<file path="config.mk">
export PLATFORM = sky130hd
export DESIGN_NAME = lab1_imul_dot_accum
export DESIGN_NICKNAME = d
export VERILOG_FILES = /design/src/rtl/lab1_imul_dot_accum.sv
export SDC_FILE = /design/constraint.sdc
export NUM_CORES = 1
export LEC_CHECK = 0
export BUFFER_PORTS_ARGS = -buffer_cell sky130_fd_sc_hd__buf_4
export CORE_ASPECT_RATIO = 1.5
export CORE_MARGIN = 10
export CORE_UTILIZATION = 55
export CTS_CLUSTER_DIAMETER = 100
export DETAILED_ROUTE_END_ITERATION = 6
export PLACE_DENSITY_LB_ADDON = 0.12
export SLEW_MARGIN = 20
export SYNTH_ARGS = -nofsm -noshare
export SYNTH_HDL_FRONTEND = slang
export SYNTH_SLANG_ARGS = --single-unit
export TNS_END_PERCENT = 10
</file>
<file path="constraint.sdc">
create_clock -name clk -period 5.4 [get_ports clk]
set_input_delay 1.08 -clock clk [delete_from_list [all_inputs] [get_ports clk]]
set_output_delay 1.08 -clock clk [all_outputs]
set_load 0.02 [all_outputs]
</file>
<file path="src/rtl/lab1_imul_dot_accum.sv">
// Purpose: sums each group of NUM_TERMS multiplier products into one dot-product result.
// Latency: the result is offered the cycle after the group's last term is accepted.
// Backpressure: a held result stalls the input (in_rdy follows out_rdy while a result waits).
module lab1_imul_dot_accum #(
  parameter  int NBITS     = 32,
  parameter  int NUM_TERMS = 4,
  localparam int CW        = $clog2(NUM_TERMS + 1)
) (
  input  logic             clk,
  input  logic             reset,
  input  logic             in_en,
  output logic             in_rdy,
  input  logic [NBITS-1:0] in_msg,
  output logic             out_en,
  input  logic             out_rdy,
  output logic [NBITS-1:0] out_msg,
  output logic             out_ovf,
  output logic [CW-1:0]    count
);

  localparam logic [CW-1:0] LAST = CW'(NUM_TERMS);

  typedef enum logic {ACC, SEND} state_t;

  state_t           state, state_nx;
  logic [NBITS-1:0] acc, acc_nx;
  logic             ovf, ovf_nx;
  logic [CW-1:0]    cnt, cnt_nx;
  logic [NBITS:0]   sum_w;

  // One extra bit captures the carry-out of each accumulation step.
  assign sum_w = {1'b0, acc} + {1'b0, in_msg};

  // Next-state, datapath update and handshake outputs.
  always_comb begin
    state_nx = state;
    acc_nx   = acc;
    ovf_nx   = ovf;
    cnt_nx   = cnt;
    in_rdy   = 1'b0;
    out_en   = 1'b0;
    case (state)
      ACC: begin
        in_rdy = 1'b1;
        if (in_en) begin
          if (cnt == '0) begin
            acc_nx = in_msg;
            ovf_nx = 1'b0;
          end else begin
            acc_nx = sum_w[NBITS-1:0];
            ovf_nx = ovf | sum_w[NBITS];
          end
          cnt_nx = cnt + 1'b1;
          if (cnt_nx == LAST) state_nx = SEND;
        end
      end
      SEND: begin
        // Combinational ready path: a term can enter in the same cycle the result leaves.
        in_rdy = out_rdy;
        out_en = out_rdy;
        if (out_rdy) begin
          if (in_en) begin
            acc_nx   = in_msg;
            ovf_nx   = 1'b0;
            cnt_nx   = CW'(1);
            state_nx = (NUM_TERMS == 1) ? SEND : ACC;
          end else begin
            cnt_nx   = '0;
            state_nx = ACC;
          end
        end
      end
      default: state_nx = ACC;
    endcase
    // Nothing handshakes while reset is held low.
    if (!reset) begin
      in_rdy = 1'b0;
      out_en = 1'b0;
    end
  end

  // State and datapath registers with synchronous active-low reset.
  always_ff @(posedge clk) begin
    if (!reset) begin
      state <= ACC;
      acc   <= '0;
      ovf   <= 1'b0;
      cnt   <= '0;
    end else begin
      state <= state_nx;
      acc   <= acc_nx;
      ovf   <= ovf_nx;
      cnt   <= cnt_nx;
    end
  end

  // Visible outputs read as zero while reset is low, even before the first edge.
  assign out_msg = reset ? acc : '0;
  assign out_ovf = reset ? ovf : 1'b0;
  assign count   = reset ? cnt : '0;

endmodule

</file>
==> results of run 1 <==
cell families (layout without fill, tap and decap cells):
| kind of cell | Yosys count | count (layout) | share of synthesized area, % |
|---|---|---|---|
| muxes | 1 | 1 | 0.284 |
| buffers and inverters | 34 | 91 | 3.62 |
| AOI/OAI and AO/OA | 164 | 164 | 31.8 |
| DFF | 37 | 37 | 21.0 |
| adders and majority gates | 36 | 36 | 13.0 |
| and+or+nand+nor | 175 | 175 | 23.8 |
| xor gates and xnor gates | 26 | 26 | 6.46 |
cell usage in the layout, fill, tap and decap left out, types with 3 or more instances in the layout:
cell,n
buf_4,75
nand2_1,51
a21oi_1,51
nor2_1,45
and2_1,38
dfxtp_1,37
ha_1,35
o21ai_0,24
xor2_1,14
xnor2_1,12
a21o_1,11
a22oi_1,11
nor3_1,10
o22ai_1,10
inv_1,9
nand4_1,9
a311oi_1,9
nand3_1,7
clkbuf_8,6
nand2b_1,5
o221ai_1,4
o21bai_1,4
o211ai_1,4
nor2b_1,3
a211oi_1,3
a31oi_1,3
o31ai_1,3
layer usage:
| layer | share of wire (%) | routed length [µm] |
|---|---|---|
| met3 | 5.7 | 605 |
| met5 | 0 | 0 |
| met4 | 1.8 | 194 |
| met1 | 40 | 4270 |
| met2 | 52 | 5470 |
metrics by stage:
| stage | instances | power, mW | setup WS [ps] | utilization (%) | hold WS, ps |
|---|---|---|---|---|---|
| after global routing | 604 | 1.06 | 1660 | 67.6 | 505 |
| after global placement | 597 | 0.780 | 1680 | 66.2 | 470 |
| final | 604 | 0.998 | 1850 | 67.6 | 474 |
| after floorplan | 473 | 0.659 | 2080 | - | 444 |
| after detailed placement | 597 | 0.790 | 1560 | 66.2 | 473 |
| after CTS | 604 | 0.997 | 1840 | 67.6 | 483 |
report_power, final:
group | internal, mW | leakage [nW] | switching (mW)
sequential | 0.300 | 0.306 | 0.0211
clock | 0.102 | 0.0443 | 0.105
combinational | 0.191 | 1.55 | 0.278
worst paths after layout:
path	start	to	slack [ps]	cells past startpoint
worst min-delay path	acc[2]$_SDFFE_PN0P_	acc[2]$_SDFFE_PN0P_	470	2
worst min register to register	acc[2]$_SDFFE_PN0P_	acc[2]$_SDFFE_PN0P_	470	2
worst max-delay path	reset	out_en	1850	4
worst max register to register	cnt[0]$_SDFFE_PN0P_	acc[30]$_SDFFE_PN0P_	2110	9
cell type report:
| cell class | instances | area [µm²] | area share [%] |
|---|---|---|---|
| Multi-Input combinational cell | 402 | 2660 | 63.7 |
| Sequential cell | 37 | 741 | 17.8 |
| Timing Repair Buffer | 75 | 563 | 13.5 |
| Tap cell | 74 | 92.6 | 2.22 |
| Clock buffer | 7 | 86.3 | 2.07 |
| Inverter | 9 | 33.8 | 0.810 |
flip-flops by register name, indices dropped and copies added (netlist names):
signal	count
ovf	1
acc	32
cnt	3
state	1
worst reg2reg max path: stages (launching register included):
cell,delay [ps]
dfxtp_1,400
inv_1,80
ha_1,200
nand2b_1,80
nor2b_1,790
nor2_1,510
a22oi_1,270
nor2_1,90
o41a_1,400
or3_1,360
==> summary.md, run 1 <==
| Metric | Value |
|---|---|
| Sequential element share of the synthesized area | `21.0%` |
| Slew headroom | `27.3%` |
| Drt pass-1 iters | `4` |
| Max FO, Critical Path | `48` |
| # IOs | `74` |
| Min Tclk post-route | `about 3500 ps` |
| Cell variety after synth | `54` |
| Slowest library cell on the worst path | `inv_1` |
| Placer Congestion | `a little under 1` |
| Outcome | `completed` |
| Max Cap Violations | `0` |
| Worst-path clk slew | `70 ps` |
| CP delay by family, top | `buffers and inverters` |
| CTS Buffer Depth | `2` |
| Syn_area_per_cell | `approximately 7.5 µm²` |
| Drt via density | `6.19` |
| Worst-Margin Slew | `around 1100 ps` |
| Starting Density | `57.1%` |
| Avg WL per Cell | `around 17 µm` |
| EDFF count, synth | `0` |
| Die H | `118 µm` |
| Global-route wire length before repair | `17,300 µm` |
| Syn Nets | `545` |
| Register bit total from synthesis | `37` |
| Most used cell, CP | `buf_4` |
| Worst-path cell chain | `buf_4 -> inv_1 -> nor2_1 -> buf_4` |
| FFs w/ async S/R, synth | `0%` |
| Critical Path RT | `approximately 4300 ps` |
| Worst hold path class | `register to register` |
| GR peak layer | `met2` |
| Largest net degree at the start of global routing | `around 50` |
| Worst vdd ir | `0.151 mV` |
| Met2 Resource Use GR | `between 30% and 40%` |
| Final setup vio count | `0` |
| Drt drc | `0` |
| Commonest cells post-synth | `a21oi_1 (51), nand2_1 (51), nor2_1 (45)` |
| PostCTS Resize Cnt | `0` |
| Setup crit end kind | `output port` |
| Met3 Usage GRT | `slightly below 4%` |
| Fmax | `282 MHz` |
| Fillers | `549` |
| Vias in the first global route | `about 3,700` |
| Post-Place Cell Area | `4090 µm²` |
| Final hold vios | `0` |
| Crit path kind | `primary input to output port` |
| Nets | `approximately 600` |
| Clk_lat worst skew | `290 ps` |
| Post CTS Setup Buffer Count | `0` |
| Pwr dens | `239 nW/µm²` |
| Total CTS buffers | `5` |
| DIE AREA | `10,100 µm²` |
| Crit path buffers/inverters | `3` |
| Starting DRC count in detailed routing | `299` |
| Most used flip-flop cell after synthesis | `dfxtp_1` |
| Die X | `85.4 µm` |
| Clk root buf | `clkbuf_8` |
| Core Area | `6170 µm²` |
| Met1 usage | `21.6%` |
| Post-synthesis cell type with the largest combined area | `dfxtp_1` |
| Pleak | `around 1.9 nW` |
| Overflow after GRT | `0` |
| Synth-to-layout area growth | `18.4%` |
| Share of the synthesized area in the top cell type | `a little over a fifth` |
| Final period util | `65.7%` |
| Port buffer count | `73` |
| Layout cells sized above 1 | `17.0%` |
| Crit path largest cell delay | `820 ps` |
| Ys Warns | `0` |
| Final Cell Area | `around 4200 µm²` |
| Routed Antenna Nets | `0` |
| Synth Cell Area | `3520 µm²` |
| Post-synthesis instance total | `473` |
| Global Route Usage Sum | `roughly 20%` |
| WL final | `around 11,000 µm` |
| Antenna violations before repair | `0` |
| ANT cells | `0` |
| Worst Path Arrival | `2470 ps` |
| Crit path launch type | `primary input` |
| CTS tree | `yes` |
| RSZ-0062 raised after global routing | `no` |
| Setup Skew | `~9 ps` |
| CTS sink cnt | `37` |
| Ranking of synthesized cells by area | `dfxtp_1 (21%), ha_1 (12%), a21oi_1 (7.2%)` |
| Max-slew violations | `0` |
| Via count | `3,739` |
| FP Rows | `35` |
| Post-DP HPWL | `7960 µm` |
| H-tree levels | `2` |
| Fin Setup TNS | `0 ps` |
| Hold buffer count at cts | `0` |
No activity file was read; power rests on OpenSTA's default activity.
==> inputs of run 2 (changes only) <==
--- a/config.mk
+++ b/config.mk
@@ -5,6 +5,7 @@
 export SDC_FILE = /design/constraint.sdc
 export NUM_CORES = 1
 export LEC_CHECK = 0
+export ABC_AREA = 1
 export BUFFER_PORTS_ARGS = -buffer_cell sky130_fd_sc_hd__buf_4
 export CORE_ASPECT_RATIO = 1.5
 export CORE_MARGIN = 10
==> constraint.sdc (replaced) <==
create_clock -name clk -period 3.6 [get_ports clk]
set_input_delay 0.72 -clock clk [delete_from_list [all_inputs] [get_ports clk]]
set_output_delay 0.72 -clock clk [all_outputs]
set_load 0.02 [all_outputs]
==> run 2 against run 1 <==
Against the previous run:
- register-to-register slack worse by 910 ps
- cell count up 64%
- die area up 19%
- sequential share of layout area down 3.3 points
- critical path depth unchanged
- worst setup slack worse by 750 ps
- clock skew down 4.8 ps
- via count up 34%
==> summary.md, run 2 <==
| Metric | Value |
|---|---|
| Synth Area in Simple Gates | `44.0%` |
| Syn_area_per_cell | `5.30 µm²` |
| Crit path launch type | `primary input` |
| Clk root buf | `clkbuf_16` |
| # IOs | `74` |
| CTS sink cnt | `37` |
| Crit path largest cell delay | `390 ps` |
| Portion of netlist area occupied by mux cells | `0%` |
| Setup Skew | `4.13 ps` |
| Register bit total from synthesis | `37` |
| GR peak layer | `met2` |
| DIE AREA | `12,000 µm²` |
| Fmax | `401 MHz` |
| Post-synthesis xor/xnor area fraction | `2.21%` |
| Met3 Usage GRT | `3.35%` |
| Top reg by flops | `acc` |
| Reg2reg path depth | `10` |
| Compound-Gate Fraction of Synth Area | `9.08%` |
| Slowest library cell on the worst path | `buf_4` |
| Number of flip-flops under the largest register name | `32` |
| Min Tclk post-route | `2500 ps` |
| Share of the synthesized area in the top cell type | `a little over a quarter` |
| Most used flip-flop cell after synthesis | `dfxtp_1` |
| Global-route wire length before repair | `22,300 µm` |
| Worst hold path class | `register to register` |
| Worst Path Arrival | `1780 ps` |
| Ys Warns | `0` |
| Met1 usage | `20.1%` |
| Cell-internal power | `approximately 990 µW` |
| Starting Density | `57.0%` |
| Most numerous cell in the Yosys netlist | `nand2_1` |
| Post-synthesis instance total | `about 820` |
| Worst-Margin Slew | `roughly 740 ps` |
| Vias in the first global route | `about 5,000` |
| Nets | `a little under 1,000` |
| WL final | `14,100 µm` |
| Post-DP HPWL | `11,400 µm` |
| Die H | `around 130 µm` |
| Die X | `92.8 µm` |
| Overflow after GRT | `0` |
| Most used cell, CP | `buf_4` |
| Sequential element share of the synthesized area | `17.0%` |
| Worst-path clk slew | `around 60 ps` |
| Max FO, Critical Path | `41` |
| Outcome | `completed` |
| P_sw | `737 µW` |
| H-tree levels | `2` |
| Combinational family with the most area after synthesis | `simple AND/OR/NAND/NOR gates` |
| Met2 Resource Use GR | `45.8%` |
| Commonest non-fill, non-tap cell in the layout | `nand2_1` |
| Worst vdd ir | `~0.19 mV` |
| Top Registers | `acc: 32 flops, cnt: 3 flops` |
| Placer Congestion | `0.999` |
| Post CTS Setup Buffer Count | `0` |
| Fillers | `between 700 and 800` |
| Pwr dens | `338 nW/µm²` |
| Synth-to-layout area growth | `17.0%` |
| CTS tree | `yes` |
| Max-slew violations | `0` |
| Crit path kind | `primary input to output port` |
| Core Area | `7660 µm²` |
| FF/Latch Area | `741 µm²` |
| Worst-path cell chain | `buf_4 -> inv_1 -> a21oi_1 -> buf_4` |
| Antenna violations before repair | `0` |
| Post-synthesis cell type with the largest combined area | `nand2_1` |
| Syn Nets | `about 900` |
| Via count | `approximately 5,000` |
| Pleak | `3.27 nW` |
| Commonest cells post-synth | `nand2_1 (316), inv_1 (176), nor2_1 (86)` |
| CTS Buffer Depth | `2` |
| Largest net degree at the start of global routing | `between 40 and 50` |
| Final period util | `69.3%` |
| FFs w/ async S/R, synth | `0%` |
| Critical Path RT | `2880 ps` |
| Sw frac | `a little over two fifths` |
| PostCTS Resize Cnt | `0` |
| Drt pass-1 iters | `5` |
| Drt drc | `0` |
| Total CTS buffers | `5` |
| ANT cells | `0` |
| Drt via density | `around 5` |
| Final setup vio count | `0` |
| Area of the multi-input gates | `2870 µm²` |
| Most frequent cells in the layout | `nand2_1 (316), inv_1 (176), nor2_1 (86)` |
| Clk pwr share | `26.1%` |
| Ranking of synthesized cells by area | `nand2_1 (27%), dfxtp_1 (17%), inv_1 (15%)` |
| Sequential group share of total power | `27.5%` |
| Port buffer count | `73` |
| Global Route Usage Sum | `23.0%` |
| Layout cells sized above 1 | `11.8%` |
| Pwr Total | `1.73 mW` |
| Synth Cell Area | `4370 µm²` |
| Hold path depth | `2` |
| Final hold vios | `0` |
| Setup crit end kind | `output port` |
| Adder-cell share of the synthesized area | `10.5%` |
| Avg WL per Cell | `14.2 µm` |
| Hold buffer count at cts | `0` |
| EDFF count, synth | `0` |
| Routed Antenna Nets | `0` |
| Starting DRC count in detailed routing | `about 200` |
| FP Rows | `39` |
| Cell variety after synth | `31` |
| Util after Layout | `around 67%` |
| RSZ-0062 raised after global routing | `no` |
| Combinational power share | `a little under half` |
| Clk_lat worst skew | `290 ps` |
| Max Cap Violations | `0` |
| Slew headroom | `50.5%` |
| Fin Setup TNS | `0 ps` |
-- run 2: cell count changes after synthesis, sizes merged, moves of 9 or more --
cell,before,now
a21oi,53,26
nand4,9,0
clkbuf,21,9
a311oi,9,0
nand3,7,43
inv,9,178
nand2,51,328
xor2,14,4
a21o,11,0
a22oi,11,0
nor2,45,91
and2,39,5
-- run 2: through the flow --
stage	hold WS, ps	worst slack (ps)	instance area (µm²)	instances
2_1_floorplan	437	1370	4370	824
3_3_place_gp	464	1020	4970	985
3_5_place_dp	482	982	4970	985
4_1_cts	495	1110	5110	993
5_1_grt	529	954	5110	993
6_report	497	1100	5110	993
-- run 2: final timing paths --
check / slack, ps / end / from
setup / recovery: 1100 / in_rdy / reset
hold / removal: 500 / acc[17]$_SDFFE_PN0P_ / acc[17]$_SDFFE_PN0P_
setup reg to reg: 1200 / acc[20]$_SDFFE_PN0P_ / cnt[0]$_SDFFE_PN0P_
hold reg to reg: 500 / acc[17]$_SDFFE_PN0P_ / acc[17]$_SDFFE_PN0P_
-- run 2: final cells by class --
| cell class | count | area share, % |
|---|---|---|
| tap | 102 | 2.50 |
| sequential | 37 | 14.5 |
| clock inverter | 2 | 0.196 |
| multi-input combinational | 593 | 56.2 |
| inverter | 178 | 13.1 |
| clock buffer | 6 | 2.52 |
| timing repair buffer | 75 | 11.0 |
-- run 2: power groups by stage --
| stage | Combinational (mW) | Sequential, mW | Clock, mW |
|---|---|---|---|
| floorplan | 0.569 | 0.477 | 0 |
| global route | 0.901 | 0.480 | 0.463 |
| finish | 0.800 | 0.476 | 0.451 |
| global placement | 0.780 | 0.481 | 0 |
| detailed placement | 0.794 | 0.484 | 0 |
| CTS | 0.798 | 0.475 | 0.455 |
-- run 2: worst max-delay path: cells and delay by family --
kind                   cells  cell delay, ps
AO/OA/AOI/OAI              1             180
buffers and inverters      3             840
-- run 2: cell families (layout without fill, tap and decap cells) --
kind of cell | count (synthesis) | in the layout
AND/OR/NAND/NOR | 474 | 474
XOR/XNOR | 11 | 11
buffers and inverters | 194 | 261
flip-flops | 37 | 37
AO/OA/AOI/OAI | 72 | 72
adder cells (fa/ha/maj) | 36 | 36
-- run 2: layer usage --
| metal | vias up | wire (µm) |
|---|---|---|
| met1 | 2233 | 5040 |
| met5 | - | 0 |
| li1 | 2598 | - |
| met4 | 0 | 930 |
| met2 | 136 | 7530 |
| met3 | 55 | 583 |
==> inputs of run 3 (changes only) <==
==> constraint.sdc (replaced) <==
create_clock -name clk -period 2.6 [get_ports clk]
set_input_delay 0.52 -clock clk [delete_from_list [all_inputs] [get_ports clk]]
set_output_delay 0.52 -clock clk [all_outputs]
set_load 0.02 [all_outputs]
==> run 3 against run 2 <==
Against the previous run:
- sequential share of layout area decreased by 0.17 points
- combinational power increased by 40%
- clock skew decreased by 0.51 ps
- die area unchanged
- hold slack improved by 5.0 ps
- critical path depth increased by 9
- non-clock buffer count increased by 4
- register-to-register slack got worse by 700 ps
- wire length decreased by 2.6%
- critical path type is now primary input to register
- largest cell class unchanged
==> summary.md, run 3 (synthesis results as in run 2) <==
| Metric | Value |
|---|---|
| Placer Congestion | `0.977` |
| Global-route wire length before repair | `22,200 µm` |
| Starting Density | `57.0%` |
| Top reg by flops | `acc` |
| Max-slew violations | `0` |
| Setup Skew | `between 3 and 4 ps` |
| Clk root buf | `clkbuf_16` |
| Setup crit end kind | `register` |
| Clk_lat worst skew | `290 ps` |
| Worst hold path class | `primary input to register` |
| Post CTS Setup Buffer Count | `0` |
| DIE AREA | `~12,000 µm²` |
| Die X | `around 93 µm` |
| PostCTS Resize Cnt | `0` |
| Outcome | `completed` |
| CTS tree | `yes` |
| Overflow after GRT | `0` |
| Pwr dens | `between 400 and 500 nW/µm²` |
| Final period util | `around 82%` |
| WL final | `13,700 µm` |
| Die H | `129 µm` |
| Starting DRC count in detailed routing | `192` |
| Crit path kind | `primary input to register` |
| Vias in the first global route | `4,911` |
| Drt pass-1 iters | `5` |
| Nets | `966` |
| Final setup vio count | `0` |
| Reg2reg path depth | `12` |
| CTS sink cnt | `37` |
| Via count | `approximately 5,000` |
| Synth-to-layout area growth | `18.4%` |
| Hold path depth | `3` |
| Critical Path RT | `2790 ps` |
| Final hold vios | `0` |
| Final Cell Area | `between 5000 and 6000 µm²` |
| Fin Setup TNS | `0 ps` |
| Largest net degree at the start of global routing | `29` |
| # IOs | `74` |
| Global Route Usage Sum | `between 20% and 30%` |
| Fmax | `roughly 470 MHz` |
| Worst-Margin Slew | `about 760 ps` |
| Drt via density | `5.04` |
| Drt drc | `0` |
| Max Cap Violations | `0` |
| Worst Path Arrival | `2320 ps` |
| Util after Layout | `approximately 67%` |
| H-tree levels | `2` |
| Post-DP HPWL | `11,300 µm` |
| Worst-path clk slew | `60 ps` |
| Layout cells sized above 1 | `12.3%` |
| Antenna violations before repair | `0` |
| Min Tclk post-route | `about 2100 ps` |
| Most frequent cells in the layout | `nand2_1 (316), inv_1 (176), nor2_1 (86)` |
| Avg WL per Cell | `13.8 µm` |
| RSZ-0062 raised after global routing | `no` |
| Slew headroom | `49.5%` |
| Worst vdd ir | `0.307 mV` |
| ANT cells | `0` |
| Pleak | `3.30 nW` |
| Hold buffer count at cts | `0` |
| Number of flip-flops under the largest register name | `32` |
| Post-Place Cell Area | `5010 µm²` |
| Crit path launch type | `primary input` |
| Max FO, Critical Path | `4` |
| CTS Buffer Depth | `2` |
| Core Area | `approximately 7700 µm²` |
| FP Rows | `39` |
| Routed Antenna Nets | `0` |
| Total CTS buffers | `5` |
| Top Registers | `acc: 32 flops, cnt: 3 flops` |
| Port buffer count | `73` |
| Pwr Total | `2.45 mW` |
| Commonest non-fill, non-tap cell in the layout | `nand2_1` |
run 3: where the power goes:
group,total (mW),switching (mW),internal [mW]
Sequential,0.659,0.0350,0.624
Clock,0.677,0.269,0.407
Combinational,1.12,0.711,0.404
Total,2.45,1.02,1.44
run 3: worst max-delay path, cell delays in order:
cell     delay (ps)
buf_4           110
ha_1            250
fa_1            460
nand3_1         140
nand3_2         100
nand3_1          80
nand3_1         170
nand2_1         150
nand2_1          60
nand2_1          60
nand3_1          70
nand2_1         100
nand2_1          40
run 3: final cells by class:
class | count | area, µm²
multi-input combinational | 593 | 2870
fill | 767 | 2490
sequential | 37 | 741
inverter | 178 | 668
timing repair buffer | 79 | 606
clock buffer | 7 | 153
tap | 102 | 128
clock inverter | 1 | 5.00
run 3: path summary, 6_finish.rpt:
check | startpoint | end | slack (ps)
max | in_msg[0] | acc[28]$_SDFFE_PN0P_ | 470
min | in_msg[7] | acc[7]$_SDFFE_PN0P_ | 500
max reg2reg | acc[0]$_SDFFE_PN0P_ | acc[28]$_SDFFE_PN0P_ | 500
min reg2reg | acc[17]$_SDFFE_PN0P_ | acc[17]$_SDFFE_PN0P_ | 500
run 3: metal layers:
layer	global-route usage [%]	routed length, µm	up-vias
met2	45.7	7500	134
met5	0	0	-
li1	-	-	2611
met4	14.0	707	0
met3	3.87	629	42
met1	20.0	4890	2238
run 3: per-stage QoR:
step           hold slack (ps)  setup WS [ps]  cells
5_1_grt                    521            391    997
3_3_place_gp               475            242    989
2_1_floorplan              437            565    824
3_5_place_dp               472            165    989
4_1_cts                    494            467    997
6_report                   502            473    997
